**src/rtl/spi_xfer_sched_if.sv**
```systemverilog
// Requester-side handshake and SPI-master register bus of the transfer scheduler.
// The scheduler takes the slave modport; the environment driving it takes master.
interface spi_xfer_sched_if;
   logic [1:0] i_req;
   logic [7:0] i_addr0;
   logic [7:0] i_addr1;
   logic [7:0] i_data0;
   logic [7:0] i_data1;
   logic       i_lsb0;
   logic       i_lsb1;
   logic [1:0] o_gnt;
   logic [1:0] o_done;
   logic [7:0] o_rdata;
   logic       o_err;
   logic       o_busy;
   logic [3:0] o_spi_address;
   logic [7:0] o_spi_wdata;
   logic       o_spi_wr;
   logic       o_spi_rd;
   logic [7:0] i_spi_rdata;

   modport slave (
      input  i_req, i_addr0, i_addr1, i_data0, i_data1, i_lsb0, i_lsb1, i_spi_rdata,
      output o_gnt, o_done, o_rdata, o_err, o_busy,
      output o_spi_address, o_spi_wdata, o_spi_wr, o_spi_rd
   );

   modport master (
      output i_req, i_addr0, i_addr1, i_data0, i_data1, i_lsb0, i_lsb1, i_spi_rdata,
      input  o_gnt, o_done, o_rdata, o_err, o_busy,
      input  o_spi_address, o_spi_wdata, o_spi_wr, o_spi_rd
   );
endinterface

```
**src/rtl/spi_xfer_sched.sv**
```systemverilog
// Two-requester SPI transfer scheduler: round-robin grant, addr/data/ctrl writes,
// status polling with a timeout-driven recovery, then a single read-back.
module spi_xfer_sched #(
   parameter int START_WAIT = 4,
   parameter int POLL_GAP   = 8,
   parameter int TIMEOUT    = 4000
) (
   input  logic            i_ck,
   input  logic            i_rstn,
   spi_xfer_sched_if.slave bus
);
   typedef enum logic [3:0] {
      IDLE, WR_ADDR, WR_DATA, WR_CTRL, WAIT, POLL, CHK, GAP, RD, CAPT, RECOVER, DONE
   } state_t;

   localparam logic [15:0] TMO       = 16'(TIMEOUT);
   localparam logic [15:0] WAIT_LAST = 16'(START_WAIT - 1);
   localparam logic [15:0] GAP_LAST  = 16'(POLL_GAP - 1);

   state_t      state;
   logic [15:0] tcnt;
   logic [15:0] cyc;
   logic [7:0]  addr_q;
   logic [7:0]  data_q;
   logic        lsb_q;
   logic        rr_last;
   logic        pick;
   logic        tmo;
   logic        cnt_on;

   // rr_last holds the requester served last; a tie goes to the other one
   assign pick   = (bus.i_req == 2'b11) ? ~rr_last : bus.i_req[1];
   // fires in the cycle whose closing edge brings the counter to TIMEOUT
   assign tmo    = ({1'b0, tcnt} + 17'd1) >= {1'b0, TMO};
   assign cnt_on = state inside {WR_CTRL, WAIT, POLL, CHK, GAP, RD, CAPT, RECOVER};
   assign bus.o_busy = (state != IDLE);

   always_ff @(posedge i_ck or negedge i_rstn) begin
      if (!i_rstn) begin
         state             <= IDLE;
         tcnt              <= '0;
         cyc               <= '0;
         addr_q            <= '0;
         data_q            <= '0;
         lsb_q             <= 1'b0;
         rr_last           <= 1'b1;
         bus.o_gnt         <= '0;
         bus.o_done        <= '0;
         bus.o_rdata       <= '0;
         bus.o_err         <= 1'b0;
         bus.o_spi_address <= '0;
         bus.o_spi_wdata   <= '0;
         bus.o_spi_wr      <= 1'b0;
         bus.o_spi_rd      <= 1'b0;
      end else begin
         // strobes and bus fields are one-cycle; each branch sets up the next state's
         bus.o_spi_wr      <= 1'b0;
         bus.o_spi_rd      <= 1'b0;
         bus.o_spi_address <= '0;
         bus.o_spi_wdata   <= '0;
         bus.o_done        <= '0;
         if (cnt_on && tcnt != 16'hFFFF) tcnt <= tcnt + 16'd1;

         case (state)
            IDLE: if (|bus.i_req) begin
               rr_last           <= pick;
               bus.o_gnt         <= pick ? 2'b10 : 2'b01;
               addr_q            <= pick ? bus.i_addr1 : bus.i_addr0;
               data_q            <= pick ? bus.i_data1 : bus.i_data0;
               lsb_q             <= pick ? bus.i_lsb1  : bus.i_lsb0;
               bus.o_spi_wr      <= 1'b1;
               bus.o_spi_address <= 4'd2;
               bus.o_spi_wdata   <= pick ? bus.i_addr1 : bus.i_addr0;
               state             <= WR_ADDR;
            end
            WR_ADDR: begin
               bus.o_spi_wr      <= 1'b1;
               bus.o_spi_address <= 4'd1;
               bus.o_spi_wdata   <= data_q;
               state             <= WR_DATA;
            end
            WR_DATA: begin
               bus.o_spi_wr    <= 1'b1;
               bus.o_spi_wdata <= {4'b0, lsb_q, 3'b001};
               tcnt            <= '0;
               state           <= WR_CTRL;
            end
            WR_CTRL: begin
               cyc <= '0;
               if (START_WAIT == 0) begin
                  bus.o_spi_rd <= 1'b1;
                  state        <= POLL;
               end else begin
                  state <= WAIT;
               end
            end
            WAIT: begin
               if (tmo) begin
                  bus.o_spi_wr <= 1'b1;
                  state        <= RECOVER;
               end else if (cyc == WAIT_LAST) begin
                  bus.o_spi_rd <= 1'b1;
                  state        <= POLL;
               end else begin
                  cyc <= cyc + 16'd1;
               end
            end
            POLL: begin
               if (tmo) begin
                  bus.o_spi_wr <= 1'b1;
                  state        <= RECOVER;
               end else begin
                  state <= CHK;
               end
            end
            CHK: begin
               if (tmo) begin
                  bus.o_spi_wr <= 1'b1;
                  state        <= RECOVER;
               end else if (!bus.i_spi_rdata[0]) begin
                  bus.o_spi_rd      <= 1'b1;
                  bus.o_spi_address <= 4'd3;
                  state             <= RD;
               end else if (POLL_GAP == 0) begin
                  bus.o_spi_rd <= 1'b1;
                  state        <= POLL;
               end else begin
                  cyc   <= '0;
                  state <= GAP;
               end
            end
            GAP: begin
               if (tmo) begin
                  bus.o_spi_wr <= 1'b1;
                  state        <= RECOVER;
               end else if (cyc == GAP_LAST) begin
                  bus.o_spi_rd <= 1'b1;
                  state        <= POLL;
               end else begin
                  cyc <= cyc + 16'd1;
               end
            end
            RD: state <= CAPT;
            CAPT: begin
               bus.o_rdata <= bus.i_spi_rdata;
               bus.o_err   <= 1'b0;
               bus.o_done  <= bus.o_gnt;
               bus.o_gnt   <= '0;
               state       <= DONE;
            end
            RECOVER: begin
               bus.o_rdata <= 8'h00;
               bus.o_err   <= 1'b1;
               bus.o_done  <= bus.o_gnt;
               bus.o_gnt   <= '0;
               state       <= DONE;
            end
            DONE:    state <= IDLE;
            default: state <= IDLE;
         endcase
      end
   end
endmodule

```
**src/flat_wrapper.sv**
```systemverilog
// flat-port wrapper written by rule: the top's interface ports become plain ports
module spi_xfer_sched_flat 
#(
   parameter int START_WAIT = 4,
   parameter int POLL_GAP   = 8,
   parameter int TIMEOUT    = 4000
)
  (i_ck, i_rstn, bus_i_req, bus_i_addr0, bus_i_addr1, bus_i_data0, bus_i_data1, bus_i_lsb0, bus_i_lsb1, bus_i_spi_rdata, bus_o_gnt, bus_o_done, bus_o_rdata, bus_o_err, bus_o_busy, bus_o_spi_address, bus_o_spi_wdata, bus_o_spi_wr, bus_o_spi_rd);
  spi_xfer_sched_if bus_i ();
  input  logic i_ck;
  input  logic i_rstn;
  input wire logic [$bits(bus_i.i_req)-1:0] bus_i_req;
  input wire logic [$bits(bus_i.i_addr0)-1:0] bus_i_addr0;
  input wire logic [$bits(bus_i.i_addr1)-1:0] bus_i_addr1;
  input wire logic [$bits(bus_i.i_data0)-1:0] bus_i_data0;
  input wire logic [$bits(bus_i.i_data1)-1:0] bus_i_data1;
  input wire logic [$bits(bus_i.i_lsb0)-1:0] bus_i_lsb0;
  input wire logic [$bits(bus_i.i_lsb1)-1:0] bus_i_lsb1;
  input wire logic [$bits(bus_i.i_spi_rdata)-1:0] bus_i_spi_rdata;
  output wire logic [$bits(bus_i.o_gnt)-1:0] bus_o_gnt;
  output wire logic [$bits(bus_i.o_done)-1:0] bus_o_done;
  output wire logic [$bits(bus_i.o_rdata)-1:0] bus_o_rdata;
  output wire logic [$bits(bus_i.o_err)-1:0] bus_o_err;
  output wire logic [$bits(bus_i.o_busy)-1:0] bus_o_busy;
  output wire logic [$bits(bus_i.o_spi_address)-1:0] bus_o_spi_address;
  output wire logic [$bits(bus_i.o_spi_wdata)-1:0] bus_o_spi_wdata;
  output wire logic [$bits(bus_i.o_spi_wr)-1:0] bus_o_spi_wr;
  output wire logic [$bits(bus_i.o_spi_rd)-1:0] bus_o_spi_rd;
  assign bus_i.i_req = bus_i_req;
  assign bus_i.i_addr0 = bus_i_addr0;
  assign bus_i.i_addr1 = bus_i_addr1;
  assign bus_i.i_data0 = bus_i_data0;
  assign bus_i.i_data1 = bus_i_data1;
  assign bus_i.i_lsb0 = bus_i_lsb0;
  assign bus_i.i_lsb1 = bus_i_lsb1;
  assign bus_i.i_spi_rdata = bus_i_spi_rdata;
  assign bus_o_gnt = bus_i.o_gnt;
  assign bus_o_done = bus_i.o_done;
  assign bus_o_rdata = bus_i.o_rdata;
  assign bus_o_err = bus_i.o_err;
  assign bus_o_busy = bus_i.o_busy;
  assign bus_o_spi_address = bus_i.o_spi_address;
  assign bus_o_spi_wdata = bus_i.o_spi_wdata;
  assign bus_o_spi_wr = bus_i.o_spi_wr;
  assign bus_o_spi_rd = bus_i.o_spi_rd;
  spi_xfer_sched #(.START_WAIT(START_WAIT), .POLL_GAP(POLL_GAP), .TIMEOUT(TIMEOUT)) u_core (.i_ck(i_ck), .i_rstn(i_rstn), .bus(bus_i));
endmodule
```
**config.mk**
```make
export PLATFORM = sky130hd
export DESIGN_NAME = spi_xfer_sched_flat
export DESIGN_NICKNAME = d
export VERILOG_FILES = /design/src/rtl/spi_xfer_sched_if.sv /design/src/rtl/spi_xfer_sched.sv /design/src/flat_wrapper.sv
export SDC_FILE = /design/constraint.sdc
export NUM_CORES = 1
export LEC_CHECK = 0
export ABC_AREA = 1
export ABC_CLOCK_PERIOD_IN_PS = 4200
export CAP_MARGIN = 0
export CORE_MARGIN = 5
export CORE_UTILIZATION = 55
export CTS_CLUSTER_DIAMETER = 30
export DETAILED_ROUTE_END_ITERATION = 8
export GPL_TIMING_DRIVEN = 0
export PLACE_DENSITY_LB_ADDON = 0.12
export RECOVER_POWER = 25
export SLEW_MARGIN = 0
export SYNTH_ARGS = -nofsm -noshare
export SYNTH_HDL_FRONTEND = slang
export SYNTH_SLANG_ARGS = --single-unit
export TNS_END_PERCENT = 20
```
**constraint.sdc**
```tcl
create_clock -name i_ck -period 4.2 [get_ports i_ck]
set_input_delay 0.63 -clock i_ck [delete_from_list [all_inputs] [get_ports i_ck]]
set_output_delay 0.63 -clock i_ck [all_outputs]
set_load 0.005 [all_outputs]
```
==> metrics <==
register bit total from synthesis 71; clk root buf clkbuf_8; most used cell, CP nand2_1; FP Rows 30; number of post-CTS setup repair buffers 0; commonest non-fill, non-tap cell in the layout nand2_1; clk_lat worst skew 340 ps; worst vdd ir 0.315 mV; WP data arrival 2660 ps; DIE WIDTH 94.5 microns; Worst Hold Depth 2; Startpoint Class register; Via density 5.44; # DRC 0; Largest stage delay, worst path 470 ps; antenna violations before repair 0; grt ovf 0; vias in the first global route 3,507; commonest cells after routing, fill and taps aside nand2_1, nor2_1, clkdlybuf4s50_1, dfrtp_1, inv_1; Yosys top cell area share 44.6%; CTS tree yes; vias 3,773; Syn. warnings 0; CP max-delay cell dfrtp_1; # port buffers 71; placed cell area 4760 sq um; failing checks capacitance limit, slew limit; clock sinks 71; Routability Congestion 0.901; max cap viols 1; RSZ-0062 raised after global routing false; pre-CTS setup slack 1540 ps; Fillers 551; Hold Buf Count CTS 0; first-pass GRT wire length 16,400 microns; top cells by area, synth dfrtp_1, nand2_1, nor2_1; Mapped Cells 510; P_leak 2.24 nW; Routed WL per cell 14.0 microns; setup_tns 0 ps; Hold Violations, Final 0; worst path required time 4440 ps; DRT Wirelength 9730 microns; Pwr per Cell Area 549 nW/um^2; Reg2Reg Depth 13; setup ws final 1780 ps; achievable frequency 414 MHz; Max clock buf depth 2; synthesized cell area 3930 sq um; Crit. End Element register; Netlist cell types 31; outcome finished with violations; CTS clk-pin slew, worst paths 80 ps; fraction of layout cells with a size suffix above 1 7.36%; Slew Limit Fails 72; post-DP HPWL 7020 microns; fin crit share 57.6%; Overall Global Routing Usage 23.1%; Relative slew margins -16.5%; post-route cell area 4970 sq um; H-tree Lvls 3; kind of critical path reg -> reg; Worst Max-Slew Pin Slew 1750 ps; CORE AREA 6870 sq um; post-cts sizing count 0; Initial Util 57.1%; hold crit path type reg -> reg; part of the Yosys area used for sequential elements 45.3%; Hold Worst Slack 491 ps; height of the die 94.5 microns; Final ANT Viol Nets 0; cells along the critical path ha_1 -> nand3_1 -> inv_2 -> nand2_1 -> xor2_1 -> nand2_1 -> nor2_1 -> nand2_2 -> nand2_4 -> nand2_4 -> buf_2 -> nand4_1 -> nand2_1; syn avg cell area 7.70 sq um; # setup viols final 0; Ports 74; Layout area overhead 26.5%; Final min period 2420 ps; Die ar. 8930 sq um; Post-layout nets 642; TritonCTS buffer count 9; Antenna Cells 0; Pwr Total 2.73 mW; Pre-antenna DRT Iters 5; DRT iter0 DRCs 236; cell taking the most area after synthesis dfrtp_1; Final Skew 5.48 ps; largest net degree at the start of global routing 72; maximum net fanout on the critical path 10
## cells by family after synthesis
family          Yosys count  share of synthesized area, %
other cells               1                        0.0955
compound gates           77                          11.9
buf+inv                  76                          7.81
fa+ha+maj                 3                         0.956
simple gates            268                          30.8
xor+xnor                 14                          3.12
flops                    71                          45.3
## worst paths after layout
path | from | end | slack, ps
max | u_core.tcnt[0]$_DFFE_PN0P_ | u_core.cyc[10]$_DFFE_PN0P_ | 1780
min | u_core.rr_last$_DFFE_PN1P_ | u_core.rr_last$_DFFE_PN1P_ | 490
max reg2reg | u_core.tcnt[0]$_DFFE_PN0P_ | u_core.cyc[10]$_DFFE_PN0P_ | 1780
min reg2reg | u_core.rr_last$_DFFE_PN1P_ | u_core.rr_last$_DFFE_PN1P_ | 490
max in group asynchronous | i_rstn | u_core.cyc[9]$_DFFE_PN0P_ | 2430
min in group asynchronous | i_rstn | u_core.tcnt[13]$_DFFE_PN0P_ | 740
## per-layer routing
layer  global-route usage, %  part of all wire [%]  vias to the layer above
met3                    5.50                   7.9                       12
met1                    31.5                    44                     1760
li1                        -                     -                     1851
met4                    7.69                   1.3                        0
met2                    36.2                    46                      150
met5                       0                     0                        -
## critical path, delay by kind of cell (launching register included)
kind / cells / cell delay [ps]
xor gates and xnor gates: 1 / 170
adders and majority gates: 1 / 220
buffers and inverters: 2 / 390
DFF: 1 / 470
and+or+nand+nor: 9 / 1050
## synth_stat cells (all sizes together)
cell type	number
a21oi	6
a22o	8
a31oi	1
buf	6
clkbuf	10
conb	1
dfrtp	70
dfstp	1
ha	3
inv	60
nand2	114
nand3	29
nand4	29
nor2	83
nor3	12
o21ai	35
o221ai	2
o22ai	25
or2	1
xnor2	2
xor2	12
## sequential cells by signal, summed over array words and instances, names as in the netlist
signal                    count
u_core.bus.o_rdata            8
u_core.bus.o_done             2
u_core.bus.o_spi_rd           1
u_core.state                  4
u_core.bus.o_err              1
u_core.lsb_q                  1
u_core.data_q                 8
u_core.cyc                   16
u_core.tcnt                  16
u_core.bus.o_spi_wdata        8
u_core.rr_last                1
u_core.bus.o_gnt              2
u_core.bus.o_spi_wr           1
u_core.bus.o_spi_address      2
## cell type report
cell class                 count  area [sq um]  area share (%)
multi-input combinational    364          1840            37.1
clock buffer                   9           124            2.49
clock inverter                 7          87.6            1.76
inverter                      60           225            4.54
timing repair buffer          71           706            14.2
sequential                    71          1780            35.8
buffer                        16          81.3            1.64
tap                           96           120            2.42
## stage by stage
| stage | std cells | util [%] |
|---|---|---|
| final | 694 | 72.3 |
| after global routing | 694 | 72.3 |
| after CTS | 694 | 72.3 |
| after detailed placement | 678 | 69.3 |
| after global placement | 678 | 69.3 |
| after floorplan | 511 | - |
## power by group
group	switching [mW]	internal (mW)	leakage, nW
registers	0.101	0.878	0.944
clock network	0.267	0.330	0.109
logic	0.670	0.480	1.19
Note: power is estimated with default switching activity, not from simulation.
